File: src/rtl/if_stage_ibuf.sv
// Instruction fetch stage with pipelined SRAM-like requests and an instruction buffer.
// Up to MAX_OUTST requests stay in flight; returned words queue for decode; taken branches squash.
module if_stage_ibuf #(
    parameter logic [31:0] RESET_PC   = 32'h1C00_0000,
    parameter int unsigned IBUF_DEPTH = 4,
    parameter int unsigned MAX_OUTST  = 2
) (
    input  logic        clk,
    input  logic        resetn,
    output logic        inst_sram_req,
    output logic        inst_sram_wr,
    output logic [1:0]  inst_sram_size,
    output logic [3:0]  inst_sram_wstrb,
    output logic [31:0] inst_sram_addr,
    output logic [31:0] inst_sram_wdata,
    input  logic        inst_sram_addr_ok,
    input  logic        inst_sram_data_ok,
    input  logic [31:0] inst_sram_rdata,
    input  logic        ds_allowin,
    input  logic [32:0] br_zip,
    output logic        fs2ds_valid,
    output logic [63:0] fs2ds_bus
);

    localparam int unsigned CW = $clog2(IBUF_DEPTH + 1);
    localparam int unsigned OW = $clog2(MAX_OUTST + 1);
    localparam int unsigned PW = $clog2(IBUF_DEPTH);
    localparam int unsigned TW = (MAX_OUTST > 1) ? $clog2(MAX_OUTST) : 1;
    localparam int unsigned SW = ((CW > OW) ? CW : OW) + 1;
    localparam logic [OW-1:0] MAX_O    = OW'(MAX_OUTST);
    localparam logic [SW-1:0] DEPTH_S  = SW'(IBUF_DEPTH);
    localparam logic [TW-1:0] TAG_LAST = TW'(MAX_OUTST - 1);

    logic        br_taken;
    logic [31:0] br_target;
    logic [31:0] fetch_pc;
    logic [31:0] redir_pc;
    logic        redir_pending;
    logic        req_hold;
    logic        fetch_en;
    logic [OW-1:0] outst;
    logic [OW-1:0] discard;
    logic [OW-1:0] live;
    logic [OW-1:0] outst_next;
    logic [CW-1:0] ibuf_cnt;
    logic [PW-1:0] ibuf_rd;
    logic [PW-1:0] ibuf_wr;
    logic [63:0]   ibuf_mem [IBUF_DEPTH];
    logic [31:0]   tag_mem  [MAX_OUTST];
    logic [TW-1:0] tag_rd;
    logic [TW-1:0] tag_wr;
    logic [SW-1:0] fill;
    logic          accept;
    logic          ret;
    logic          drop;
    logic          push;
    logic          pop;

    assign br_taken  = br_zip[32];
    assign br_target = br_zip[31:0];

    assign inst_sram_wr    = 1'b0;
    assign inst_sram_size  = 2'b10;
    assign inst_sram_wstrb = '0;
    assign inst_sram_wdata = '0;
    assign inst_sram_addr  = fetch_pc;

    // A request already presented but not yet accepted is held regardless of space.
    always_comb begin
        live          = outst - discard;
        fill          = SW'(ibuf_cnt) + SW'(live);
        inst_sram_req = fetch_en & (req_hold | ((outst < MAX_O) & (fill < DEPTH_S)));
        accept        = inst_sram_req & inst_sram_addr_ok;
        ret           = inst_sram_data_ok;
        drop          = ret & (discard != '0);
        outst_next    = outst + OW'(accept) - OW'(ret);
        fs2ds_valid   = (ibuf_cnt != '0) & ~br_taken;
        pop           = fs2ds_valid & ds_allowin;
        push          = ret & ~drop & ~br_taken;
        fs2ds_bus     = (ibuf_cnt != '0) ? ibuf_mem[ibuf_rd] : '0;
    end

    always_ff @(posedge clk or negedge resetn) begin
        if (!resetn) begin
            fetch_pc      <= RESET_PC;
            redir_pc      <= '0;
            redir_pending <= 1'b0;
            req_hold      <= 1'b0;
            fetch_en      <= 1'b0;
            outst         <= '0;
            discard       <= '0;
            ibuf_cnt      <= '0;
            ibuf_rd       <= '0;
            ibuf_wr       <= '0;
            tag_rd        <= '0;
            tag_wr        <= '0;
        end else begin
            fetch_en <= 1'b1;
            outst    <= outst_next;
            req_hold <= inst_sram_req & ~inst_sram_addr_ok;
            if (accept) tag_wr <= (tag_wr == TAG_LAST) ? '0 : tag_wr + 1'b1;
            if (ret)    tag_rd <= (tag_rd == TAG_LAST) ? '0 : tag_rd + 1'b1;

            if (br_taken) begin
                // Everything still in flight after this edge is stale.
                discard  <= outst_next;
                ibuf_cnt <= '0;
                ibuf_rd  <= ibuf_wr;
                if (inst_sram_req & ~inst_sram_addr_ok) begin
                    redir_pending <= 1'b1;
                    redir_pc      <= br_target;
                end else begin
                    redir_pending <= 1'b0;
                    fetch_pc      <= br_target;
                end
            end else begin
                discard  <= discard - OW'(drop) + OW'(accept & redir_pending);
                ibuf_cnt <= ibuf_cnt + CW'(push) - CW'(pop);
                if (push) ibuf_wr <= ibuf_wr + 1'b1;
                if (pop)  ibuf_rd <= ibuf_rd + 1'b1;
                if (accept) begin
                    fetch_pc      <= redir_pending ? redir_pc : fetch_pc + 32'd4;
                    redir_pending <= 1'b0;
                end
            end
        end
    end

    always_ff @(posedge clk) begin
        if (accept) tag_mem[tag_wr] <= fetch_pc;
        if (push)   ibuf_mem[ibuf_wr] <= {inst_sram_rdata, tag_mem[tag_rd]};
    end

`ifndef SYNTHESIS
    data_ok_needs_outst: assert property (@(posedge clk) disable iff (!resetn)
        inst_sram_data_ok |-> (outst != '0));
`endif

endmodule

File: config.mk
export PLATFORM = sky130hd
export DESIGN_NAME = if_stage_ibuf
export DESIGN_NICKNAME = d
export VERILOG_FILES = /design/src/rtl/if_stage_ibuf.sv
export SDC_FILE = /design/constraint.sdc
export NUM_CORES = 1
export LEC_CHECK = 0
export CAP_MARGIN = 20
export CORE_ASPECT_RATIO = 0.5
export CORE_MARGIN = 5
export CORE_UTILIZATION = 56
export DETAILED_ROUTE_END_ITERATION = 7
export MAX_ROUTING_LAYER = met4
export PLACE_DENSITY_LB_ADDON = 0.2
export SYNTH_ARGS = -nofsm -noshare
export SYNTH_HDL_FRONTEND = slang
export SYNTH_SLANG_ARGS = --single-unit
File: constraint.sdc
create_clock -name clk -period 8.2 [get_ports clk]
set_input_delay 1.64 -clock clk [delete_from_list [all_inputs] [get_ports clk]]
set_output_delay 1.64 -clock clk [all_outputs]
set_load 0.01 [all_outputs]
======== Word level (Yosys, flattened, before mapping) ========
Memories as Yosys holds them, arrays and structs flattened.
Cells that the tools add are included.
word-level totals
  register bits after elaboration ......... 80
  ROM bits ................................ 0
  output and inout port bits .............. 137
  word-level logic and storage cells ...... 69
  bits of input ports ..................... 70
  latch bits .............................. 0
  bits in writable memories ............... 320
  memories kept ........................... 2
memories
  memory    depth  width  rd ports  clocked after memory_dff  write ports  RTL line  text
  ibuf_mem  4      64     1         0                         1            48        logic [63:0] ibuf_mem [IBUF_DEPTH];
  tag_mem   2      32     1         0                         1            49        logic [31:0] tag_mem [MAX_OUTST];
cells by class
  magnitude comparators ................... 2
  add/sub/neg operators ................... 13
  shifts and indexed selects .............. 0
  bitwise logic cells ..................... 14
  reduce and logical (&&, ||, !) cells .... 7
  div/mod/pow operators ................... 0
  equal/unequal tests ..................... 1
  multiplexer cells ....................... 18
  $mul .................................... 0
operators with widths
  kind                                                                   number
  32-bit two-way mux                                                     4
  64-bit two-way mux                                                     1
  32-bit by 3-bit adder with 32-bit output (second input constant)       1
  1-bit bitwise AND                                                      10
  1-bit two-way mux                                                      9
  2-bit two-way mux                                                      3
  2-bit AND reduction                                                    3
  2-bit nonzero test                                                     3
  2-bit by 1-bit adder with 2-bit output                                 2
  2-bit by 1-bit adder with 2-bit output (second input constant)         2
  3-bit by 2-bit adder with 4-bit output                                 1
  4-bit by 3-bit < comparator with 1-bit output (second input constant)  1
  2-bit by 1-bit subtractor with 2-bit output                            2
  3-bit by 1-bit adder with 3-bit output                                 1
  3-bit two-way mux                                                      1
  1-bit NOT                                                              3
  3-bit nonzero test                                                     1
  3-bit by 1-bit subtractor with 3-bit output                            1
  1-bit adder (second input constant)                                    2
  2-bit < comparator (second input constant)                             1
  2-bit inequality test (second input constant)                          1
  2-bit subtractor                                                       1
  1-bit OR                                                               1

======== Logic depth before layout (Yosys ltp) ========
Gate-level depths: netlist of the first run.
  depth in word-level cells ............... 10
  mapped depth ............................ 16
  mapped depth without buffers ............ 15

======== Worst setup path before layout of the first run ========
Ideal clock, no wire load.
  kind .................................... input -> register
  start ................................... input br_zip[32]
  end ..................................... memory ibuf_mem[0][0] (enable)
  setup time .............................. 0.429 ns
  required time ........................... 7.771 ns
  arrival ................................. 4.147 ns
  stages .................................. 3
  slack ................................... 3.624 ns
  path buffers ............................ 1
  cell sequence ........................... buf_2 nor4b_1 and2_1
on the way
  word-level cells in the longest chain between the ends .. 4
ends and longest elaborated chain
  element                                  RTL line  text
  start: declaration                       20        input logic [32:0] br_zip,
  1-bit NOT (no source line)               -
  1-bit bitwise AND                        79        push = ret & ~drop & ~br_taken;
  1-bit two-way mux                        131       if (push) ibuf_mem[ibuf_wr] <= {inst_sram_rdata, tag_mem[tag_rd]};
  1-bit two-way mux (not written as such)  131
  end: declaration                         48
No other way between the ends.

======== Worst setup path after layout of the first run ========
  start ................................... register ibuf_rd[0]
  end ..................................... output fs2ds_bus[1]
on the way
  word-level cells in the longest chain between the ends .. 2
ends and longest elaborated chain
  element                   RTL line  text
  start: declaration        46        logic [PW-1:0] ibuf_rd;
  start signal: assignment  108       ibuf_rd <= ibuf_wr;
  start signal: assignment  120       if (pop) ibuf_rd <= ibuf_rd + 1'b1;
  memory read 4 x 64 bit    -
  64-bit two-way mux        80        fs2ds_bus = (ibuf_cnt != '0) ? ibuf_mem[ibuf_rd] : '0;
  end: declaration          22        output logic [63:0] fs2ds_bus
No other way between the ends.

==> qor.csv, run 1 <==
metric,value,unit
number of hold buffers added after CTS,0,
post-route antenna net violation count,0,
global-route congestion overflow total,0,
clock transition time at the flip-flop clock pins of the worst setup and hold paths,0.06,ns
Mapped Cells,982,
clk buf depth,3,
unrepaired setup endpoints after global routing,false,
clk_lat worst skew,0.52,ns
combinational group share of total power,30.9,%
Hold Path Stages,1,
most frequent cells after synthesis,"edfxtp_1, dfrtp_1, nor2b_1",
Worst Slack Setup Final,3.191,ns
status,completed,
H-tree Lvls,2,
worst setup path startpoint,ibuf_rd[0],
post-synthesis sequential area ratio,69.72,%
DR vias/cell,5.762,
area growth from synthesis to layout,17.75,%
Site Rows,44,
die width,253.9,um
number of synthesized register bits,400,
Resized Gates After CTS,0,
post-DR wirelength/cell,21.85,um
type of the worst min-delay path,reg -> reg,
nature of the critical path endpoint,primary output,
Finished Core Util,67.23,%
DR vias,8994,
Area contributors post-synth,"edfxtp_1, dfrtp_1, mux4_2",
detailed-placement wirelength estimate,20.99,mm
switch share,30.32,%
Pint,4614,uW
critical path endpoint,fs2ds_bus[1],
vias in the first global route,9388,
placeable core area,29180,um^2
total routing resource utilization after global routing,21.23,%
overall die area,33510,um^2
Power Total,6623,uW
Diodes inserted,0,
Crit path arrival time,3.37,ns
count of input and output buffers,167,
final-layout fill cell count,1986,
maximum fanout count along the critical path,39,
final sum of negative setup slack,0,ns
worst setup path class,reg -> out,
clock tree from TritonCTS,done,
fraction of final layout cells with drive strength greater than 1,17.78,%
"FFs w/ async S/R, synth",20.00,%
normalized max-slew margin,30.75,%
number of CTS-inserted buffers,36,
number of nets in the layout,1228,
part of the power in registers,45.2,%
fin crit period,5.009,ns
post-synthesis cell type count,58,
most numerous cell in the Yosys netlist,edfxtp_1,
Setup WS pre-CTS,3.613,ns
TritonCTS Sinks,400,
top-area cell type share of the netlist area,57.68,%
data required time of the worst path,6.56,ns
switching power total,2008,uW
part of the power in the clock network,24.0,%
synth warn,0,
cell at the root of the clock tree,clkbuf_16,
transition time at the pin with the least slew margin,1.039,ns
Worst IR Drop VDD,0.2310,mV
CP Launch Type,flip-flop,
areal power density over the cells,337.6,nW/um^2
Top-Level Pins,207,
R2R cell count,9,
area taken by flip-flops and latches,11620,um^2
Synth Cell Area,16660,um^2
gpl congestion,0.8521,
first-pass GRT wire length,53.90,mm
number of DRC markers in iteration 0,679,
maximum achievable frequency,0.1997,GHz
First-pass DRT Iterations,6,
"Avg Cell Area, Syn",16.96,um^2
Total Routed Length,34.11,mm
largest net degree at the start of global routing,81,
"reg-to-reg slack, setup",5.09,ns
total setup buffers inserted after CTS,0,
post-route fraction of the period consumed by the critical path,61.08,%
detailed-route DRC error count,0,
post-synthesis cell type with the largest combined area,edfxtp_1,
Slew Limit Fails,0,
number of antenna violations at the first check in global routing,0,
effective utilization at floorplan,57.09,%
die height,132.0,um
number of endpoints failing setup at the final stage,0,
count of endpoints failing hold in the final timing report,0,
"Primary FF master, synth",edfxtp_1,
r2r endpoint,redir_pc[11],
number of maximum-capacitance constraint violations,0,
area of the multi-input gates,4584,um^2
number of enable-type register cells in the synthesized netlist,320,
P_leak,0.006705,uW
worst-case clock skew,0.01883,ns
origin of the critical flop-to-flop path,discard[0],
kinds of logic (layout without fill, tap and decap cells):
family                     Yosys count  after routing  share of synthesized area [%]
other                                2             40                        0.04508
xor gates and xnor gates            14             14                         0.7361
muxes                              134            134                          13.35
DFF                                400            400                          69.72
buffers and inverters              112            262                          3.755
AOI/OAI and AO/OA                  127            127                          4.995
adders and majority gates           14             14                          1.097
and+or+nand+nor                    179            179                          6.294
critical path, cell delays in order, from the launching register on:
cell	delay [ns]
dfrtp_4	0.91
buf_4	0.61
mux4_2	0.59
nor2b_1	0.15
clkdlybuf4s50_1	0.53
per-layer routing:
metal	part of all wire (%)	vias to the layer above	GRT usage, %	wire length (um)
met5	0	-	-	0
met4	1.8	0	4.738	621
met3	5.0	55	3.509	1718
met2	50	263	34.46	17160
met1	43	4624	28.88	14610
li1	-	4052	-	-
metrics by stage:
step                      instances  instance area [um^2]  hold slack (ns)
after floorplan                1020                 16800           0.4484
after global placement         1496                 18510           0.4595
after detailed placement       1496                 18510           0.4726
after CTS                      1560                 19600           0.4807
after global routing           1561                 19620           0.5101
final                          1561                 19620           0.4854
state kept, by name, indices dropped and copies added (netlist names):
signal and flops:
ibuf_mem 256, tag_mem 64, inst_sram_addr 32, redir_pc 32
ibuf_cnt 3, discard 2, ibuf_rd 2, ibuf_wr 2
outst 2, fetch_en 1, redir_pending 1, req_hold 1
tag_rd 1, tag_wr 1
placed cells by master (no fill, tap or decap), drive strengths merged, types with 7 or more instances in the layout:
master         count
edfxtp           320
clkdlybuf4s50    165
dfrtp             77
nor2b             68
mux2              66
mux4              64
clkbuf            50
o21ai             48
conb              40
nor2              30
nand2             20
inv               19
a21oi             14
a22oi             13
ha                13
buf               13
clkinv            13
nand4             12
xnor2             11
and3              10
o31a               9
nand3              8
a31oi              8
o22ai              8
nor3               7
and2               7
power groups by stage:
stage	Clock [uW]	Sequential, uW	Combinational (uW)
floorplan	0	2880	1290
global placement	0	3010	2020
detailed placement	0	3030	2070
CTS	1620	2990	2080
global route	1720	3040	2220
finish	1590	2990	2040
worst min-delay path by stage:
| stage | start | end | slack, ns |
|---|---|---|---|
| detailed placement | tag_rd | tag_rd | 0.47 |
| finish | tag_rd | tag_rd | 0.49 |
| CTS | tag_rd | tag_rd | 0.48 |
| global route | tag_rd | tag_rd | 0.51 |
| floorplan | redir_pc[0] | redir_pc[0] | 0.45 |
| global placement | tag_rd | tag_rd | 0.46 |
layout make-up:
type                       count  share of cell area [%]
sequential                   400                   59.24
multi-input combinational    508                   23.37
timing repair buffer         178                   8.969
clock buffer                  50                   4.969
tap                          391                   2.494
clock inverter                14                  0.5741
inverter                      20                  0.3827
Note: power is estimated with default switching activity, not from simulation.
==> run 2, diff against run 1 <==
--- a/config.mk
+++ b/config.mk
@@ -8,7 +8,7 @@
 export CAP_MARGIN = 20
 export CORE_ASPECT_RATIO = 0.5
 export CORE_MARGIN = 5
-export CORE_UTILIZATION = 56
+export CORE_UTILIZATION = 50
 export DETAILED_ROUTE_END_ITERATION = 7
 export MAX_ROUTING_LAYER = met4
 export PLACE_DENSITY_LB_ADDON = 0.2
==> constraint.sdc (replaced) <==
create_clock -name clk -period 4.4 [get_ports clk]
set_input_delay 0.88 -clock clk [delete_from_list [all_inputs] [get_ports clk]]
set_output_delay 0.88 -clock clk [all_outputs]
set_load 0.01 [all_outputs]
==> run 2 against run 1 <==
Clock-buffer cell count decreased by 1. First-iteration DRC count up 10%. Total power is 91% higher. Clock skew shrank 0.0016 ns. Hold slack got worse by 0.29 ns. Non-clock buffer count rose by 11. Cell count is 3.9% higher. Combinational power increased by 93%. Largest cell class unchanged. Die area is 11% higher. Global-route usage is 1.9 points lower. Setup slack got worse by 2.6 ns. Sequential power increased by 86%.
==> qor.csv, run 2 (synthesis gave the netlist of run 1 again) <==
metric,value,unit,change
critical path endpoint,fs2ds_bus[38],,
placeable core area,32990,um^2,+13%
Setup WS pre-CTS,1.088,ns,-2.525 ns
nature of the critical path endpoint,primary output,,
vias in the first global route,9379,,-0.096%
number of DRC markers in iteration 0,747,,+10%
total setup buffers inserted after CTS,0,,unchanged
Placement Cell Area,18730,um^2,+1.2%
DR vias,9004,,+0.11%
P_leak,0.006834,uW,+1.9%
fin crit period,3.762,ns,
number of hold buffers added after CTS,0,,unchanged
cell family contributing the most delay on the critical path,buffers and inverters,,
cell with the biggest individual delay on the critical path,dfrtp_4,,
clk buf depth,3,,unchanged
type of the worst min-delay path,in -> async,,
maximum achievable frequency,0.2658,GHz,
number of maximum-capacitance constraint violations,0,,unchanged
buffer and inverter count on the worst path,2,,unchanged
area growth from synthesis to layout,19.82,%,
sequence of cells on the critical path,"buf_4, mux4_2, nor2b_1, clkdlybuf4s50_1",,
largest net degree at the start of global routing,81,,unchanged
First-pass DRT Iterations,5,,-1
detailed-placement wirelength estimate,22.32,mm,+6.3%
Top-Level Pins,207,,unchanged
Resized Gates After CTS,0,,unchanged
global-route congestion overflow total,0,,unchanged
"most common cell after layout, fill and taps aside",edfxtp_1,,
worst setup path startpoint,ibuf_rd[0],,
H-tree Lvls,2,,unchanged
"reg-to-reg slack, setup",1.32,ns,-3.77 ns
Largest register FFs,256,,unchanged
Site Rows,47,,+6.8%
r2r endpoint,discard[1],,
TritonCTS Sinks,400,,unchanged
clock tree from TritonCTS,done,,
Worst Slack Setup Final,0.6379,ns,-2.554 ns
clock transition time at the flip-flop clock pins of the worst setup and hold paths,0.07,ns,about the same
Worst IR Drop VDD,0.3271,mV,+42%
clk_lat worst skew,0.52,ns,about the same
areal power density over the cells,634.3,nW/um^2,+88%
"leading cell types in the layout, fill and taps excluded","edfxtp_1, clkdlybuf4s50_1, dfrtp_1",,
count of input and output buffers,167,,unchanged
number of CTS-inserted buffers,36,,unchanged
number of nets in the layout,1239,,+0.90%
count of endpoints failing hold in the final timing report,0,,unchanged
transition time at the pin with the least slew margin,0.6776,ns,-0.3612 ns
post-route antenna net violation count,0,,unchanged
effective utilization at floorplan,50.49,%,-6.6 points
post-DR wirelength/cell,21.59,um,-1.2%
first-pass GRT wire length,54.34,mm,+0.81%
data required time of the worst path,3.52,ns,-3.04 ns
total routing resource utilization after global routing,19.33,%,-1.9 points
die width,268.1,um,+5.6%
final sum of negative setup slack,0,ns,unchanged
worst setup path class,reg -> out,,
CP Launch Type,flip-flop,,
number of endpoints failing setup at the final stage,0,,unchanged
Slew Limit Fails,0,,unchanged
R2R cell count,14,,+5
fraction of final layout cells with drive strength greater than 1,18.80,%,+1.0 points
number of antenna violations at the first check in global routing,0,,unchanged
origin of the critical flop-to-flop path,discard[0],,
gpl congestion,0.8098,,-5.0%
register with the highest flop count,ibuf_mem,,
worst-case clock skew,0.01724,ns,-0.001593 ns
Total Routed Length,35.02,mm,+2.7%
cell at the root of the clock tree,clkbuf_16,,
largest registers,"ibuf_mem x256, tag_mem x64",,
status,completed,,
overall die area,37290,um^2,+11%
Min Hold Slack,0.1978,ns,-0.2877 ns
final cell area excluding filler cells,19960,um^2,+1.8%
unrepaired setup endpoints after global routing,false,,
Crit path arrival time,2.88,ns,-0.49 ns
detailed-route DRC error count,0,,unchanged
maximum fanout count along the critical path,28,,-28%
post-route fraction of the period consumed by the critical path,85.50,%,
die height,139.1,um,+5.4%
Diodes inserted,0,,unchanged
normalized max-slew margin,54.48,%,+24 points
crit-path max cell delay,0.77,ns,-0.14 ns
instance count on the critical path,4,,unchanged
DR vias/cell,5.551,,-3.7%
final-layout fill cell count,2424,,+22%
run 2: cell type report:
class                      count  area [um^2]  share of cell area (%)
sequential                   400        11620                   58.21
multi-input combinational    508         4591                   23.00
tap                          441        551.8                   2.764
clock inverter                15        177.7                  0.8901
inverter                      20        75.07                  0.3761
timing repair buffer         189         1944                   9.741
clock buffer                  49         1001                   5.015
run 2: report_power, final:
group | switching, uW | internal (uW)
Combinational | 1830 | 2100
Sequential | 662 | 4900
Clock | 1330 | 1830
Total | 3820 | 8840
run 2: worst min-delay path by stage:
stage	from	to	depth (start not counted)
floorplan	redir_pc[0]	redir_pc[0]	1
global placement	tag_rd	tag_rd	1
detailed placement	tag_rd	tag_rd	1
CTS	tag_rd	tag_rd	1
global route	resetn	redir_pc[0]	1
finish	resetn	redir_pc[0]	1
run 2: metrics by stage:
step | cells | total power, uW | util [%]
2_1_floorplan | 1020 | 7765 | -
3_3_place_gp | 1556 | 9512 | 56.76
3_5_place_dp | 1556 | 9621 | 56.76
4_1_cts | 1620 | 12790 | 60.34
5_1_grt | 1622 | 13310 | 60.50
6_report | 1622 | 12660 | 60.50
run 2: layer usage:
metal	track usage (%)	share of wire, %
met1	26.18	44
met2	31.63	50
met3	3.155	4.5
met4	3.850	1.4
met5	-	0
